[src/rtl/pwm_capture.sv]
// pwm_capture: measures period and active-phase width of an external PWM
// waveform in prescaled ticks (tick every 2^prescale clk), so the results
// line up 1:1 with the generator's period/compare registers.
//
// state     | meaning
// ----------+------------------------------------------------------------
// IDLE      | capture disabled, counters held at zero
// WAIT_RISE | armed, discarding the partial cycle until the next rise
// MEAS_HIGH | counting period and active-phase ticks
// MEAS_LOW  | counting period ticks; next rise publishes the result
module pwm_capture #(
    parameter int CNT_W       = 16,
    parameter int SYNC_STAGES = 2
) (
    input  logic             clk,
    input  logic             rst_n,
    input  logic             pwm_in,
    input  logic             en,
    input  logic             capture_reset,
    input  logic [7:0]       prescale,
    input  logic             active_high,
    output logic [CNT_W-1:0] period_out,
    output logic [CNT_W-1:0] high_out,
    output logic             meas_valid,
    output logic             locked,
    output logic             overflow
);

    typedef enum logic [1:0] {
        IDLE      = 2'd0,
        WAIT_RISE = 2'd1,
        MEAS_HIGH = 2'd2,
        MEAS_LOW  = 2'd3
    } state_t;

    localparam logic [CNT_W-1:0] CNT_MAX = '1;
    localparam logic [CNT_W-1:0] CNT_ONE = CNT_W'(1);

    state_t                 state_q, state_d;
    logic [SYNC_STAGES-1:0] sync_q;
    logic                   pin_s, prev_q, rise, fall;
    logic [4:0]             p_q, p_clamp;
    logic [31:0]            pre_cnt_q, pre_eff, pre_mask;
    logic                   tick;
    logic [CNT_W-1:0]       per_q, per_d, hi_q, hi_d;
    logic [CNT_W-1:0]       edge_load;
    logic                   publish, sat;

    // pin synchroniser and one-cycle history for edge detection
    always_ff @(posedge clk or negedge rst_n) begin
        if (!rst_n) begin
            sync_q <= '0;
            prev_q <= 1'b0;
        end else begin
            sync_q <= {sync_q[SYNC_STAGES-2:0], pwm_in};
            prev_q <= pin_s;
        end
    end

    assign pin_s   = sync_q[SYNC_STAGES-1] ^ ~active_high;
    assign rise    = pin_s & ~prev_q;
    assign fall    = ~pin_s & prev_q;
    assign p_clamp = (prescale > 8'd31) ? 5'd31 : prescale[4:0];

    // shadow prescale tracks the input only while disarmed or on soft reset,
    // so a running measurement never sees its tick rate change
    always_ff @(posedge clk or negedge rst_n) begin
        if (!rst_n)
            p_q <= '0;
        else if (capture_reset || !en)
            p_q <= p_clamp;
    end

    // the rise cycle is treated as count 0, so ticks are phase-locked to the pin
    assign pre_mask = (32'd1 << p_q) - 32'd1;
    assign pre_eff  = rise ? 32'd0 : pre_cnt_q;
    assign tick     = (pre_eff == pre_mask);
    assign edge_load = tick ? CNT_ONE : '0;

    // prescaler divider, restarted on every rise
    always_ff @(posedge clk or negedge rst_n) begin
        if (!rst_n)
            pre_cnt_q <= '0;
        else if (capture_reset || state_q == IDLE)
            pre_cnt_q <= '0;
        else if (tick)
            pre_cnt_q <= '0;
        else
            pre_cnt_q <= pre_eff + 32'd1;
    end

    // FSM state and measurement counters
    always_ff @(posedge clk or negedge rst_n) begin
        if (!rst_n) begin
            state_q <= IDLE;
            per_q   <= '0;
            hi_q    <= '0;
        end else begin
            state_q <= state_d;
            per_q   <= per_d;
            hi_q    <= hi_d;
        end
    end

    // next state, counter updates, publish and saturation decisions
    always_comb begin
        state_d = state_q;
        per_d   = per_q;
        hi_d    = hi_q;
        publish = 1'b0;
        sat     = 1'b0;
        if (capture_reset) begin
            state_d = en ? WAIT_RISE : IDLE;
            per_d   = '0;
            hi_d    = '0;
        end else if (!en) begin
            state_d = IDLE;
            per_d   = '0;
            hi_d    = '0;
        end else begin
            case (state_q)
                IDLE: begin
                    state_d = WAIT_RISE;
                    per_d   = '0;
                    hi_d    = '0;
                end
                WAIT_RISE: begin
                    if (rise) begin
                        state_d = MEAS_HIGH;
                        per_d   = edge_load;
                        hi_d    = edge_load;
                    end
                end
                MEAS_HIGH: begin
                    if (tick && per_q == CNT_MAX) begin
                        sat = 1'b1;
                    end else if (tick) begin
                        per_d = per_q + CNT_ONE;
                        // the fall cycle belongs to the inactive phase
                        if (!fall)
                            hi_d = hi_q + CNT_ONE;
                    end
                    if (sat) begin
                        state_d = WAIT_RISE;
                        per_d   = '0;
                        hi_d    = '0;
                    end else if (fall) begin
                        state_d = MEAS_LOW;
                    end
                end
                MEAS_LOW: begin
                    if (rise) begin
                        publish = 1'b1;
                        state_d = MEAS_HIGH;
                        per_d   = edge_load;
                        hi_d    = edge_load;
                    end else if (tick && per_q == CNT_MAX) begin
                        sat     = 1'b1;
                        state_d = WAIT_RISE;
                        per_d   = '0;
                        hi_d    = '0;
                    end else if (tick) begin
                        per_d = per_q + CNT_ONE;
                    end
                end
                default: state_d = IDLE;
            endcase
        end
    end

    // result registers and status flags
    always_ff @(posedge clk or negedge rst_n) begin
        if (!rst_n) begin
            period_out <= '0;
            high_out   <= '0;
            meas_valid <= 1'b0;
            locked     <= 1'b0;
            overflow   <= 1'b0;
        end else if (capture_reset) begin
            period_out <= '0;
            high_out   <= '0;
            meas_valid <= 1'b0;
            locked     <= 1'b0;
            overflow   <= 1'b0;
        end else begin
            meas_valid <= publish;
            if (publish) begin
                period_out <= per_q;
                high_out   <= hi_q;
                locked     <= 1'b1;
            end
            if (sat) begin
                overflow <= 1'b1;
                locked   <= 1'b0;
            end
            if (!en)
                locked <= 1'b0;
        end
    end

endmodule
[config.mk]
export PLATFORM = sky130hd
export DESIGN_NAME = pwm_capture
export DESIGN_NICKNAME = d
export VERILOG_FILES = /design/src/rtl/pwm_capture.sv
export SDC_FILE = /design/constraint.sdc
export NUM_CORES = 1
export LEC_CHECK = 0
export ABC_AREA = 1
export ABC_CLOCK_PERIOD_IN_PS = 4050
export CORE_AREA = 2 2 100 198
export CTS_CLUSTER_SIZE = 12
export DETAILED_ROUTE_END_ITERATION = 8
export DIE_AREA = 0 0 102 200
export PLACE_DENSITY_LB_ADDON = 0.05
export SLEW_MARGIN = 20
export SYNTH_ARGS = -nofsm -noshare
export SYNTH_HDL_FRONTEND = slang
export SYNTH_SLANG_ARGS = --single-unit
[constraint.sdc]
create_clock -name clk -period 4.05 [get_ports clk]
set_clock_uncertainty 0.15 [all_clocks]
set_input_delay 0.405 -clock clk [delete_from_list [all_inputs] [get_ports clk]]
set_output_delay 0.405 -clock clk [all_outputs]
set_load 0.1 [all_outputs]
==> metrics.csv <==
stage;metric;value;unit
outcome;status;complete, no violations;
critical_path;end_kind;flop;
routing;via_count;6743;
critical_path;crit_family;simple AND/OR/NAND/NOR gates;
sta;rsz0062_at_grt;no;
critical_path;cpMostUsedCell;nand2_1;
final_layout;fillerInstances;1958;
critical_path;crit_path_max_fanout;19;
routing;ant_nets;0;
final_layout;fin_nets;1107;
clock_tree;htreeDepth;3;
critical_path;startpoint;p_q[1];
critical_path;cp.arrival;3780;ps
yosys;synth.distinct_cells;41;
yosys;ys_async_sr_fraction;1.00;
routing;drc;0;
yosys;synth_nets;1059;
critical_path;r2r-end;hi_q[7];
routing;drt-pass1-iter-count;5;
critical_path;r2r-start;p_q[1];
place;dp_hpwl;16.6;mm
global_route;antenna_found_initial;0;
global_route;track_usage;0.226;
yosys;synth_ff_type;dfrtp_1;
die;io_pins;49;
place;place.gp.congestion;0.879;
die;die_x;102;um
final_layout;mostFrequentLayoutCells;nand2_1 (253), inv_1 (129), nor2_1 (110);
final_layout;seq_area;2730;um^2
final_layout;utilization;0.454;
clock_tree;cts_buffers;9;
clock_tree;cts_sinks;109;
routing;wl_per_cell;16.0;um
worst_hold_path;hold_class;flop to flop;
yosys;yosysSeqAreaShare;0.369;
critical_path;crit_chain;nor2_4, nand4_2, ha_1, nand3_2, inv_2, nand2_4, nand2_1, nand3_1, nand2_1, nor3_1, nand2_1, nor2_2, nand3_2, buf_4, nand4_2, nand2_4, nor2_8, nand2_1, nand2_1;
yosys;synth.ff_latch_count;109;
clock_tree;cts_buffer_depth;2;
clock_tree;cts_root_buf;clkbuf_16;
sta;period_needed;3620;ps
sta;period_share;0.895;
power;power;2550;uW
sta;hold_viol_final;0;
final_layout;synthToLayoutAreaGrowth;15.6;%
final_layout;multi_input_area;3930;um^2
clock_tree;cts_tree;yes;
yosys;synth_area;7400;um^2
clock_tree;path_clk_slew;80;ps
final_layout;final_common_cell;nand2_1;
clock_tree;clk_latency;370;ps
yosys;syn_avg_cell_area;7.11;um^2
routing;drtIter0Drc;224;
sta;tns;0;ps
power;power_per_cell_area;298;nW/um^2
global_route;grt_pass1_vias;7035;
routing;wirelength;21.6;mm
die;die_h;200;um
global_route;overflow;0;
critical_path;criticalPathCategory;flop to flop;
critical_path;slowest_stage;dfrtp_1;
sta;worstMarginPinSlew;1000;ps
critical_path;reg2regPathDepth;19;
flow_run;drv_cap;0;
sta;fmaxAchievable;0.276;GHz
final_layout;drive_gt1_frac;0.0905;
yosys;ys_warn_count;0;
sta;setup_viol;0;
power;ir_worst_vdd;237;uV
die;fp.dieArea;20400;um^2
worst_hold_path;hold_end;sync_q[1];
place;numPortBuffers;48;
global_route;grt_max_degree;56;
die;initial_utilization;0.393;
critical_path;rrSetupSlack;430;ps
sta;relSlewSlack;0.328;
die;core;18800;um^2
final_layout;diodes;0;
critical_path;path_buf_inv;2;
clock_tree;postCtsSetupBuffers;0;
critical_path;critPathMaxStageDelay;560;ps
worst_hold_path;holdCritStartpoint;sync_q[0];
worst_hold_path;hold_depth;0;
critical_path;critical_path_required;4210;ps
sta;slew_viol_final;0;
yosys;synth_edf_count;0;
global_route;grt_pass1_wl;35.2;mm
yosys;synthCells;1041;
power;leakagePower;0.00395;uW
critical_path;startpoint_type;flop;
routing;avgViaCountPerCell;5.00;
die;row_count;71;
## power breakdown
group	internal [uW]	switching, uW	leakage (uW)
Combinational	94.8	234	0.00228
Clock	669	438	0.000177
Sequential	1100	13.5	0.00149
## state kept, by name, indices dropped and copies added, names as in the netlist
name	flops
period_out	16
pre_cnt_q	32
prev_q	1
meas_valid	1
per_q	16
state_q	2
sync_q	2
hi_q	16
p_q	5
high_out	16
locked	1
overflow	1
## cell usage after synthesis (2+ instances only)
cell      number  share of area
inv_1        129          0.065
xor2_1        47          0.056
ha_1           4         0.0068
nor3b_1        4         0.0041
nand2_2        8         0.0068
inv_2          9         0.0046
o21ai_0       66          0.045
o21ai_1       18          0.012
buf_2         13         0.0088
nand2_4        2         0.0030
nor3_1        30          0.020
a21oi_1       14         0.0095
o21bai_1       3         0.0030
nor2_2         8         0.0068
nand4_2       10          0.017
nand4_1       23          0.019
nand3_2        7         0.0095
nand2_1      253           0.13
a211oi_1       8         0.0081
buf_6          5         0.0076
nand3b_1       2         0.0020
nor4_1         8         0.0068
clkbuf_1      12         0.0061
or2_2          2         0.0017
nor2_8         3         0.0081
dfrtp_1      109           0.37
nor2_1       110          0.056
nor2_4         7          0.011
xnor2_1        8         0.0095
buf_4          7         0.0071
o22ai_1       15          0.013
nand3_1       88          0.060
## final cells by class
class                           count  share of cell area
Inverter                          139              0.0613
Sequential cell                   109               0.319
Tap cell                          255              0.0373
Multi-Input combinational cell    756               0.459
Clock inverter                      6              0.0157
Timing Repair Buffer               74              0.0805
Clock buffer                       10              0.0268
## stage by stage
step	cell area, um^2	hold slack [ps]	worst slack [ps]	std cells
after floorplan	7400	-40.6	1180	1041
after global placement	8180	187	345	1332
after detailed placement	8180	204	348	1332
after CTS	8550	221	328	1349
after global routing	8550	228	44.9	1349
final	8550	217	425	1349
## cells by family (layout without fill, tap and decap cells)
kind of cell,after synthesis,in the layout,share of synthesized area
buffers and inverters,176,229,0.100
and+or+nand+nor,566,566,0.361
DFF,109,109,0.369
adders and majority gates,4,4,0.00677
xor gates and xnor gates,55,55,0.0651
AOI/OAI and AO/OA,131,131,0.0983
## metal layers
metal  wire length [um]  global-route usage
met5                  0                   0
met4                879               0.113
met3                527              0.0292
met2              12100               0.437
met1               8070               0.229
## what timing repair did
action                                  in CTS  in global routing
endpoints found under the setup margin       0                  1
hold buffers                                 1                  0
resized for setup                            0                  1
endpoints found under the hold margin       31                  0
## worst max path at each step
stage	endpoint	slack [ps]	cells after the start
final	hi_q[7]	430	19
after global routing	hi_q[7]	40	19
after CTS	hi_q[7]	330	20
after detailed placement	pre_cnt_q[28]	350	19
after global placement	hi_q[8]	350	19
after floorplan	per_q[10]	1180	22
Note: power is estimated with default switching activity, not from simulation.
==> edit, RTL diff (config.mk and constraints unchanged) <==
Encoding of `state_t`: now one-hot (4 bits for 4 states).
--- a/src/rtl/pwm_capture.sv
+++ b/src/rtl/pwm_capture.sv
@@ -27,9 +27,9 @@
 );
 
-    typedef enum logic [1:0] {
-        IDLE      = 2'd0,
-        WAIT_RISE = 2'd1,
-        MEAS_HIGH = 2'd2,
-        MEAS_LOW  = 2'd3
+    typedef enum logic [3:0] {
+        IDLE      = 4'b0001,
+        WAIT_RISE = 4'b0010,
+        MEAS_HIGH = 4'b0100,
+        MEAS_LOW  = 4'b1000
     } state_t;
 
Function: same outputs for any inputs over 4 cycles, from zero or initial values and one cycle with rst_n low; so few cycles prove little.
==> edit against the unedited design <==
The flow now finishes with violations (negative hold slack). Fmax shrank 2.7%. Final area up 4.8%. Wire length increased by 8.8%. Area after synthesis rose by 5.1%. Highest routed layer unchanged. Total power fell by 2.8%. Global-route usage up 2.0 points. Setup slack worse by 0.099 ns. Sequential cell count is 2 higher. Critical path depth did not move.
==> edit: results (changes against the unedited design) <==
Pwr
  • Sw Pwr: 697 uW (was 685 uW)
  • Leak: 0.00422 uW (was 0.00395 uW)
  • Peak VDD IR: 0.255 mV (was 0.237 mV)

Final layout
  • # diodes: 0 (unchanged)
  • Share of cells above drive strength 1: 7.54% (was 9.05%)
  • Most flop-heavy register: pre_cnt_q (unchanged)
  • Final net count: 1193 (was 1107)
  • Max reg flops: 32 (unchanged)
  • Fill cells: 2013 (was 1958)
  • Final instance count without filler cells: 1435 (was 1349)

Run status
  • Failing checks: negative hold slack
  • Status: complete, but fails checks (was complete, no violations)

Yosys
  • Synth top area cells: dfrtp_1, nand2_1, inv_1 (unchanged)
  • Ys async rst share: 100% (unchanged)
  • Post-synthesis cell type count: 50 (was 41)
  • Area share of fa/ha/maj cells after synthesis: 0.644% (was 0.677%)
  • Register area share after synthesis: 35.7% (was 36.9%)
  • Ys Warns: 0 (unchanged)
  • Mux contribution to synthesized area: 0% (unchanged)
  • Commonest cells in the netlist: nand2_1, inv_1, nor2_1 (unchanged)
  • Synth Instances: 1128 (was 1041)
  • Dominant synthesized flop cell: dfrtp_1 (unchanged)
  • Post-Synth XOR/XNOR Area: 7.66% (was 6.51%)
  • Synth Area in Compound Gates: 7.00% (was 9.83%)

Global route
  • Largest net degree at the start of global routing: 66 (was 56)
  • Initial antenna violation count: 0 (unchanged)
  • First-pass GRT wire length: 38.4 mm (was 35.2 mm)
  • GRT Total Usage: 24.6% (was 22.6%)

Clocking
  • Clock-pin slew on the worst setup and hold paths: 0.08 ns (about the same)
  • Post-CTS Setup Inserts: 0 (unchanged)
  • Root Driver: clkbuf_16 (unchanged)
  • Worst-skew pair later-pin latency: 0.37 ns (about the same)
  • Clock Path Buffers: 2 (unchanged)
  • Post-CTS sizing: 0 (unchanged)
  • Cts bufs inserted: 9 (unchanged)
  • H-tree depth: 3 (unchanged)

Worst setup path
  • Max FO, Critical Path: 13 (was 19)
  • WP data arrival: 3.83 ns (was 3.78 ns)

Place
  • Cells after DPL: 1419 (was 1332)
  • Gpl congestion: 0.992 (was 0.879)
  • Port bufs: 48 (unchanged)
  • HPWL after DPL: 18.2 mm (was 16.6 mm)

Drt
  • Drt pass-1 iters: 5 (unchanged)
  • Starting DRT DRC Count: 284 (was 224)
  • Via count: 7429 (was 6743)
  • Routed wire per std cell: 16.4 um (was 16.0 um)

STA
  • Hold slack: -0.0235 ns (was 0.217 ns)
  • Final Hold Fails: 17 (was 0)
  • Slew headroom: 32.4% (was 32.8%)

Worst hold path
  • Hold crit path type: in2async (was reg2reg)
[edit: through the flow]
stage,setup slack (ns),area (um2)
detailed placement,0.227,8640
floorplan,1.07,7770
global placement,0.271,8640
CTS,0.303,8960
global route,0.0496,8960
finish,0.326,8960
[edit: layout make-up]
cell class | instances | area [um2] | area share [%]
clock buffers | 10 | 229 | 2.55
clock inverters | 6 | 93.8 | 1.05
inverters | 143 | 542 | 6.04
multi-input cells | 836 | 4240 | 47.3
flip-flops and latches | 111 | 2780 | 31.0
well taps | 255 | 319 | 3.56
repair buffers | 74 | 761 | 8.49
[edit: routing by layer]
metal	up-vias	wire (um)	GRT usage, %
met5	-	0	0
li1	3745	-	-
met3	73	687	3.10
met4	0	1520	14.7
met1	3448	8640	26.2
met2	163	12700	45.0
[edit: final timing paths]
| path | startpoint | end | slack [ns] | cells past startpoint |
|---|---|---|---|---|
| worst min register to register | sync_q[0] | sync_q[1] | 0.21 | 0 |
| worst max-delay path | p_q[1] | locked | 0.33 | 19 |
| worst max register to register | p_q[1] | locked | 0.33 | 19 |
| min in group clk | sync_q[0] | sync_q[1] | 0.21 | 0 |
| worst min-delay path | rst_n | high_out[5] | -0.02 | 1 |
| max in group asynchronous | rst_n | state_q[0] | 2.92 | 2 |
[edit: power by group through the flow]
stage | registers [uW] | logic, uW | clock network, uW
2_1_floorplan | 1140 | 239 | 0
3_3_place_gp | 1150 | 377 | 0
3_5_place_dp | 1150 | 376 | 0
4_1_cts | 1130 | 377 | 998
5_1_grt | 1130 | 419 | 1040
6_report | 1130 | 377 | 973
[edit: worst max-delay path, cell delays in order (launching register included)]
cell and delay (ns):
dfrtp_1 0.69, nor2_4 0.17, nand4_2 0.15, ha_1 0.21
nand3_1 0.13, inv_2 0.15, nand2_1 0.10, nor2_2 0.35
nand3_1 0.12, nand2_1 0.12, nand2_1 0.06, nor2_1 0.08
nand2_1 0.15, nor2_2 0.19, nand2_2 0.09, buf_4 0.19
nor3_1 0.23, nand3_1 0.12, o211ai_1 0.11, inv_1 0.06
[edit: cells by family after synthesis]
logic type / after synthesis
flops: 111
fa+ha+maj: 4
buf+inv: 181
simple gates: 667
xor+xnor: 68
compound gates: 97
